File: src/rtl/filter_mem_arbiter.sv
// Round-robin burst arbiter sharing one SRAM command port between the filter read (ch0) and write (ch1) streams.
// Optional FILTER_ARB_STATS_EN adds accept and stall counters.
module filter_mem_arbiter #(
  parameter int ADDRESS_WIDTH = 32,
  parameter int DATA_WIDTH    = 32,
  parameter int TAG_WIDTH     = 4,
  parameter int BURST_LEN     = 8
) (
  input  logic                     clock,
  input  logic                     reset,
  input  logic                     request0,
  input  logic                     command_entry0,
  input  logic [ADDRESS_WIDTH-1:0] address0,
  input  logic [TAG_WIDTH-1:0]     tag0,
  output logic                     ready0,
  output logic                     valid0,
  output logic [DATA_WIDTH-1:0]    query0,
  output logic [TAG_WIDTH-1:0]     qtag0,
  input  logic                     request1,
  input  logic                     command_entry1,
  input  logic                     write_enable1,
  input  logic [ADDRESS_WIDTH-1:0] address1,
  input  logic [DATA_WIDTH-1:0]    data_out1,
  output logic                     ready1,
  input  logic                     mem_ready,
  output logic                     mem_command_entry,
  output logic                     mem_write_enable,
  output logic [ADDRESS_WIDTH-1:0] mem_address,
  output logic [DATA_WIDTH-1:0]    mem_data,
  output logic [TAG_WIDTH-1:0]     mem_tag,
  input  logic                     mem_valid,
  input  logic [DATA_WIDTH-1:0]    mem_query,
  input  logic [TAG_WIDTH-1:0]     mem_qtag
`ifdef FILTER_ARB_STATS_EN
  ,
  output logic [31:0]              grant_count0,
  output logic [31:0]              grant_count1,
  output logic [31:0]              stall_count
`endif
);

  localparam int CNT_W = $clog2(BURST_LEN + 1);

  typedef enum logic [1:0] {IDLE, GRANT0, GRANT1, TURN} state_t;

  state_t            state, state_nxt;
  logic [CNT_W-1:0]  burst_cnt, burst_cnt_nxt, cnt_inc;
  logic              last_grant, last_grant_nxt;
  logic              accept0, accept1, burst_done;

  assign ready0  = (state == GRANT0) & mem_ready;
  assign ready1  = (state == GRANT1) & mem_ready;
  assign accept0 = command_entry0 & ready0;
  assign accept1 = command_entry1 & ready1;

  always_comb begin
    state_nxt      = state;
    last_grant_nxt = last_grant;
    burst_cnt_nxt  = '0;
    cnt_inc        = burst_cnt;
    // count saturates at BURST_LEN so a lone channel keeps streaming
    if ((accept0 | accept1) && (burst_cnt != CNT_W'(BURST_LEN)))
      cnt_inc = burst_cnt + 1'b1;
    burst_done = (cnt_inc == CNT_W'(BURST_LEN));
    case (state)
      IDLE: begin
        if (request0 && (!request1 || last_grant)) state_nxt = GRANT0;
        else if (request1)                         state_nxt = GRANT1;
      end
      GRANT0: begin
        if (request1 && (burst_done || !request0)) state_nxt = TURN;
        else if (!request0)                        state_nxt = IDLE;
      end
      GRANT1: begin
        if (request0 && (burst_done || !request1)) state_nxt = TURN;
        else if (!request1)                        state_nxt = IDLE;
      end
      TURN:    state_nxt = last_grant ? GRANT0 : GRANT1;
      default: state_nxt = IDLE;
    endcase
    if ((state_nxt == state) && ((state == GRANT0) || (state == GRANT1)))
      burst_cnt_nxt = cnt_inc;
    if ((state_nxt == GRANT0) && (state != GRANT0)) last_grant_nxt = 1'b0;
    if ((state_nxt == GRANT1) && (state != GRANT1)) last_grant_nxt = 1'b1;
  end

  always_ff @(posedge clock) begin
    if (reset) begin
      state      <= IDLE;
      burst_cnt  <= '0;
      last_grant <= 1'b1;
    end else begin
      state      <= state_nxt;
      burst_cnt  <= burst_cnt_nxt;
      last_grant <= last_grant_nxt;
    end
  end

  // Command register: fields hold between accepts; ch0 has no data, ch1 has no tag.
  always_ff @(posedge clock) begin
    if (reset) begin
      mem_command_entry <= 1'b0;
      mem_write_enable  <= 1'b0;
      mem_address       <= '0;
      mem_data          <= '0;
      mem_tag           <= '0;
    end else begin
      mem_command_entry <= accept0 | accept1;
      if (accept1) begin
        mem_write_enable <= write_enable1;
        mem_address      <= address1;
        mem_data         <= data_out1;
        mem_tag          <= '0;
      end else if (accept0) begin
        mem_write_enable <= 1'b0;
        mem_address      <= address0;
        mem_data         <= '0;
        mem_tag          <= tag0;
      end
    end
  end

  always_ff @(posedge clock) begin
    if (reset) begin
      valid0 <= 1'b0;
      query0 <= '0;
      qtag0  <= '0;
    end else begin
      valid0 <= mem_valid;
      query0 <= mem_query;
      qtag0  <= mem_qtag;
    end
  end

`ifdef FILTER_ARB_STATS_EN
  always_ff @(posedge clock) begin
    if (reset) begin
      grant_count0 <= '0;
      grant_count1 <= '0;
      stall_count  <= '0;
    end else begin
      if (accept0) grant_count0 <= grant_count0 + 32'd1;
      if (accept1) grant_count1 <= grant_count1 + 32'd1;
      if ((request0 && !ready0) || (request1 && !ready1))
        stall_count <= stall_count + 32'd1;
    end
  end
`endif

endmodule

File: config.mk
export PLATFORM = sky130hd
export DESIGN_NAME = filter_mem_arbiter
export DESIGN_NICKNAME = d
export VERILOG_FILES = /design/src/rtl/filter_mem_arbiter.sv
export SDC_FILE = /design/constraint.sdc
export NUM_CORES = 1
export LEC_CHECK = 0
export CAP_MARGIN = 20
export CORE_MARGIN = 2
export CORE_UTILIZATION = 34
export CTS_CLUSTER_DIAMETER = 50
export DETAILED_ROUTE_END_ITERATION = 10
export PLACE_DENSITY_LB_ADDON = 0.1
export SLEW_MARGIN = 20
export SYNTH_ARGS = -nofsm -noshare
export SYNTH_HDL_FRONTEND = slang
export SYNTH_SLANG_ARGS = --single-unit
export TNS_END_PERCENT = 50
File: constraint.sdc
create_clock -name clock -period 2.3 [get_ports clock]
set_input_delay 0.23 -clock clock [delete_from_list [all_inputs] [get_ports clock]]
set_output_delay 0.23 -clock clock [all_outputs]
set_load 0.005 [all_outputs]
== Word-level counts from Yosys, hierarchy flattened ==
Cells that the tools add are included.
Storage, ports and cells
  register bits after elaboration: 114
  latch bits: 0
  RAM bits: 0
  memory bits (read-only): 0
  input port bits: 145
  output and inout bits: 109
  memories: 0
Cells by class
  $add $sub $neg: 1
  multipliers: 0
  div/mod/pow operators: 0
  $lt $le $gt $ge: 0
  equal/unequal tests: 10
  shifts and indexed selects: 0
  muxes and demuxes: 15
  bitwise logic cells: 6
  reduce and logical (&&, ||, !) cells: 18
Operators with widths (count)
  2-to-1 mux 32 bit: 4
  2-to-1 mux 2 bit: 7
  one-hot mux 2 bit (4 select lines): 1
  logical AND 1 bit: 7
  equality test 2 bit (second input constant): 3
  OR reduction 2 bit: 3
  adder 4 x 1 -> 4 bit (second input constant): 1
  bitwise AND 1 bit: 4
  equality test 2 x 1 -> 1 bit (second input constant): 2
  equality test 4 bit (second input constant): 1
  logical OR 1 bit: 4
  2-to-1 mux 4 bit: 1
  inequality test 4 bit (second input constant): 1
  equality test 2 bit: 1
  logical NOT 1 bit: 2
  logical NOT 2 bit: 1
  2-to-1 mux 1 bit: 2
  inequality test 2 x 1 -> 1 bit (second input constant): 1
  inequality test 2 bit (second input constant): 1
  nonzero test 2 bit: 1
  inverter 1 bit: 1
  OR 1 bit: 1

== Logic depth before layout (Yosys ltp) ==
  depth after elaboration: 15
  mapped depth: 9
  gate-level depth less buffers: 8

== Least setup slack after synthesis ==
OpenSTA, ideal clock, no wires.
  kind: flip-flop to flip-flop
  start point: register state[1]
  end point: register last_grant
  setup time: 0.092 ns
  data arrival time: 2.093 ns
  data required time: 2.208 ns
  slack: 0.115 ns
  cell stages (with the launch flop): 10
  path buffers: 1
  cell sequence: dfxtp_1 inv_1 ha_1 buf_4 and3_1 o22ai_4 mux2_2 a31oi_1 nor2_1 o32ai_1
Between the ends
  word-level cells in the longest chain between the ends: 14
RTL lines
  start: declaration: RTL line 46  | state_t state, state_nxt;
  start signal: assignment: RTL line 93  | state <= state_nxt;
  equality test 2 x 1 -> 1 bit or equality test 2 bit (tied branches): RTL line 51, 65, 52
  bitwise AND 1 bit, on equally long branches: RTL line 51, 52
  bitwise AND 1 bit, on equally long branches: RTL line 53, 54
  OR 1 bit: RTL line 62  | if ((accept0 | accept1) && (burst_cnt != CNT_W'(BURST_LEN)))
  logical AND 1 bit: RTL line 62
  2-to-1 mux 4 bit: RTL line 62
  equality test 4 bit: RTL line 64  | burst_done = (cnt_inc == CNT_W'(BURST_LEN));
  logical OR 1 bit, on equally long branches: RTL line 75, 71
  logical AND 1 bit, on equally long branches: RTL line 75, 71
  2-to-1 mux 2 bit, on equally long branches: RTL line 75, 71
  one-hot mux 2 bit (4 select lines): RTL line 65  | case (state)
  equality test 2 bit: RTL line 84  | if ((state_nxt == GRANT1) && (state != GRANT1)) last_grant_nxt = 1'b1;
  logical AND 1 bit: RTL line 84
  OR reduction 2 bit (no line)
  end signal: assignment: RTL line 95  | last_grant <= last_grant_nxt;
  end: declaration: RTL line 48  | logic last_grant, last_grant_nxt;
Parallel ways exist; a longest one is shown, timed or not.
A chain may end at the register's enable or synchronous reset.

== Worst setup path in the final report ==
Ends and elaborated chain as after synthesis.

==> impl_results.md <==
* Number of maximum-capacitance violations at 0
* Initial core utilization at between 30% and 40%
* Count of state elements after synthesis at 114
* Detail Placement HPWL at 10200 µm
* Die ar. at 0.0139 mm²
* Wire length of the first global-routing pass at 22900 µm
* Share of final-layout standard cells stronger than drive strength 1 at 8.18%
* Reg-to-Reg Start: state[1]$_SDFF_PP0_
* Peak supply drop at 0.423 mV
* Placeable core area at about 0.013 mm²
* Number of inserted diodes at 0
* Worst setup path class: register to register
* Latest clock arrival within the worst-skew pair at 410 ps
* Nature of the critical path startpoint: register
* Detailed-route wire length at 14100 µm
* Post-synthesis sequential area ratio at approximately half
* Unrepaired setup endpoints after global routing: yes
* Worst clock skew on the final layout at ~7.2 ps
* Max frequency at 462 MHz
* Largest net degree at the start of global routing at 65
* Number of clock buffers inserted by TritonCTS at 17
* Headroom to the max-slew limit at roughly three fifths
* Maximum fanout along the worst path at 9
* Number of global-route vias before repair at 4534
* Core Rows at 41
* Total overflow reported by the global router at 0
* Dominant cell type by area after synthesis: dfxtp_1
* Initial drt markers at about 220
* Final setup violating endpoints at 0
* CP Data Arrival Time at roughly 2500 ps
* Number of hold buffers added after cts at 0
* Synth async-reset ratio at 0%
* Netlist Area Pre-Place at ~0.0044 mm²
* Worst setup path startpoint: state[1]$_SDFF_PP0_
* Synth cell count leaders: 114 x dfxtp_1, 73 x nor2_1, 70 x nand2_1
* Critical path cell sequence: buf_4, ha_1, buf_4, nand3_2, a211o_1, a32o_1, a31oi_4, nor2_1, o32ai_2
* Layout fillers at 1091
* IO Count at roughly 250
* Global placer's final weighted congestion at 0.837
* Cell at the slowest stage of the critical path: dfxtp_1
* Total number of vias at 4461
* Final max-slew violation count at 0
* Library cell with the highest instance count after synthesis: dfxtp_1
* Required time worst endpoint at ~2600 ps
* Top cell type's share of synthesized area at 51.8%
* Mean area per synthesized cell at 9.06 µm²
* Detail Route Antenna Nets at 0
* Number of remaining DRC errors at 0
* Pre-Repair DR Iteration Count at 5
* Number of buffers and inverters on the critical path at 2
* Leakage power summed over all cells at 2.82 nW
* Global Route Usage Sum at 20.7%
* Top cell by count, worst path: buf_4
* Tightest Pin Transition at around 630 ps
* Final count of hold timing violations at 0
* Outcome: complete, no violations
* Routed vias/inst at 4.86
* Count of synthesis-stage warnings from yosys at 0
* Count of flip-flops with a built-in enable after synthesis at 0
* Worst min path class: input port to register
* Largest cells by area after synthesis: dfxtp_1 52%, a311oi_1 6.4%, nor2_1 6.2%
* Die outline width at 118 µm
* Number of H-tree branching levels at 4
* Maximum cell stage delay along the critical path at roughly 330 ps
* Primary flip-flop cell chosen by synthesis mapping: dfxtp_1
* PD cells at approximately 860 mW/mm²
* Endpoint class of the critical path: register
* DIE HEIGHT at 118 µm
* Area added between synthesis and finish at 76.3%
* Clock period minus worst slack at between 2000 and 2500 ps
* Number of nets in the synthesized netlist at 637
* Fin crit share at 94.2%
* Overall power at 6.63 mW
* Clock tree buffer depth at 2
* Hold_sp: reset
* Initial antenna violation count at 0
* CP delay by family, top: compound AO/OA/AOI/OAI gates
* Unique masters post-synth at 42
* CTS tree: yes
* Routed wire per std cell at 15.4 µm
* Clock root buffer: clkbuf_16
* Port-buffer cells at 253
* Synthesized instance count at 486
* Clock sink count at 114
* Clock transition at the register clock pins on the worst setup and hold paths after CTS at 50 ps
* Final net count at 887
* Final core occ at 61.5%
-- per-stage QoR --
step / worst slack (ps) / TNS, ps / std cells / hold WS, ps / instance area [µm²]
after floorplan: 115 / 0 / 486 / 358 / 4400
after global placement: 98.7 / 0 / 889 / 469 / 7130
after detailed placement: 45.5 / 0 / 889 / 472 / 7130
after CTS: 107 / 0 / 918 / 260 / 7710
after global routing: -4.46 / -4.46 / 918 / 282 / 7760
final: 134 / 0 / 918 / 266 / 7760
-- cells in the final DEF, fill, tap and decap left out, types with 2 or more instances in the layout --
| cell | instances |
|---|---|
| clkbuf_8 | 3 |
| mux2_2 | 4 |
| ha_1 | 6 |
| nor2_1 | 72 |
| clkinv_2 | 3 |
| nand2_1 | 70 |
| and3_1 | 2 |
| xnor2_1 | 3 |
| dfxtp_1 | 114 |
| nor3_1 | 10 |
| a311oi_1 | 32 |
| clkdlybuf4s50_1 | 252 |
| bufinv_16 | 3 |
| buf_4 | 16 |
| nand2b_1 | 3 |
| mux2i_1 | 7 |
| a21oi_1 | 7 |
| clkbuf_1 | 3 |
| clkbuf_16 | 17 |
| a22oi_1 | 35 |
| nand3_2 | 2 |
| and2_1 | 4 |
| nor2b_1 | 42 |
| inv_1 | 7 |
| o21ai_0 | 5 |
-- state kept, by name, indices dropped and copies added, names as in the netlist --
signal / cells
qtag0: 4
mem_command_entry: 1
last_grant: 1
mem_write_enable: 1
state: 2
query0: 32
mem_tag: 4
mem_data: 32
mem_address: 32
valid0: 1
burst_cnt: 4
-- final timing paths --
path | endpoint | slack (ps) | depth (start not counted)
worst max-delay path | last_grant$_SDFFE_PP1P_ | 130 | 9
worst min-delay path | mem_data[15]$_SDFFE_PP0P_ | 270 | 2
worst max register to register | last_grant$_SDFFE_PP1P_ | 130 | 9
worst min register to register | mem_address[26]$_SDFFE_PP0P_ | 480 | 2
-- layout make-up --
| type | instances | area [µm²] | share of cell area [%] |
|---|---|---|---|
| repair buffers | 269 | 2660 | 34.3 |
| flip-flops and latches | 114 | 2280 | 29.4 |
| multi-input cells | 327 | 1990 | 25.6 |
| clock buffers | 23 | 478 | 6.16 |
| well taps | 172 | 215 | 2.77 |
| clock inverters | 6 | 105 | 1.35 |
| inverters | 7 | 26.3 | 0.339 |
-- worst register-to-register path, stage by stage (launching register included) --
cell and delay [ps]:
dfxtp_1 330, buf_4 160, ha_1 180, buf_4 180
nand3_2 110, a211o_1 300, a32o_1 270, a31oi_4 230
nor2_1 80, o32ai_2 250
-- metal layers --
metal | vias to the layer above | global-route usage, % | routed length, µm | part of all wire [%]
met5 | - | 0 | 0 | 0
met4 | 0 | 9.19 | 365 | 2.6
met3 | 29 | 9.54 | 1500 | 11
met2 | 214 | 34.7 | 6740 | 48
met1 | 2034 | 22.4 | 5540 | 39
li1 | 2184 | - | - | -
-- timing repair --
item / in CTS / in global routing
setup buffers: 0 / 0
endpoints found under the setup margin: 0 / 5
gates resized for setup: 0 / 8
-- cells by family after synthesis --
logic type,synth area share (%)
compound gates,17.3
xor+xnor,0.597
fa+ha+maj,1.71
buf+inv,4.15
flops,51.8
mux,2.62
simple gates,21.8
-- power breakdown --
part	total (mW)	internal (mW)	leakage, nW	switching [mW]
clock	2.60	1.76	0.289	0.840
combinational	1.75	0.954	1.60	0.800
sequential	2.28	2.18	0.932	0.0967
No activity file was read; power rests on OpenSTA's default activity.
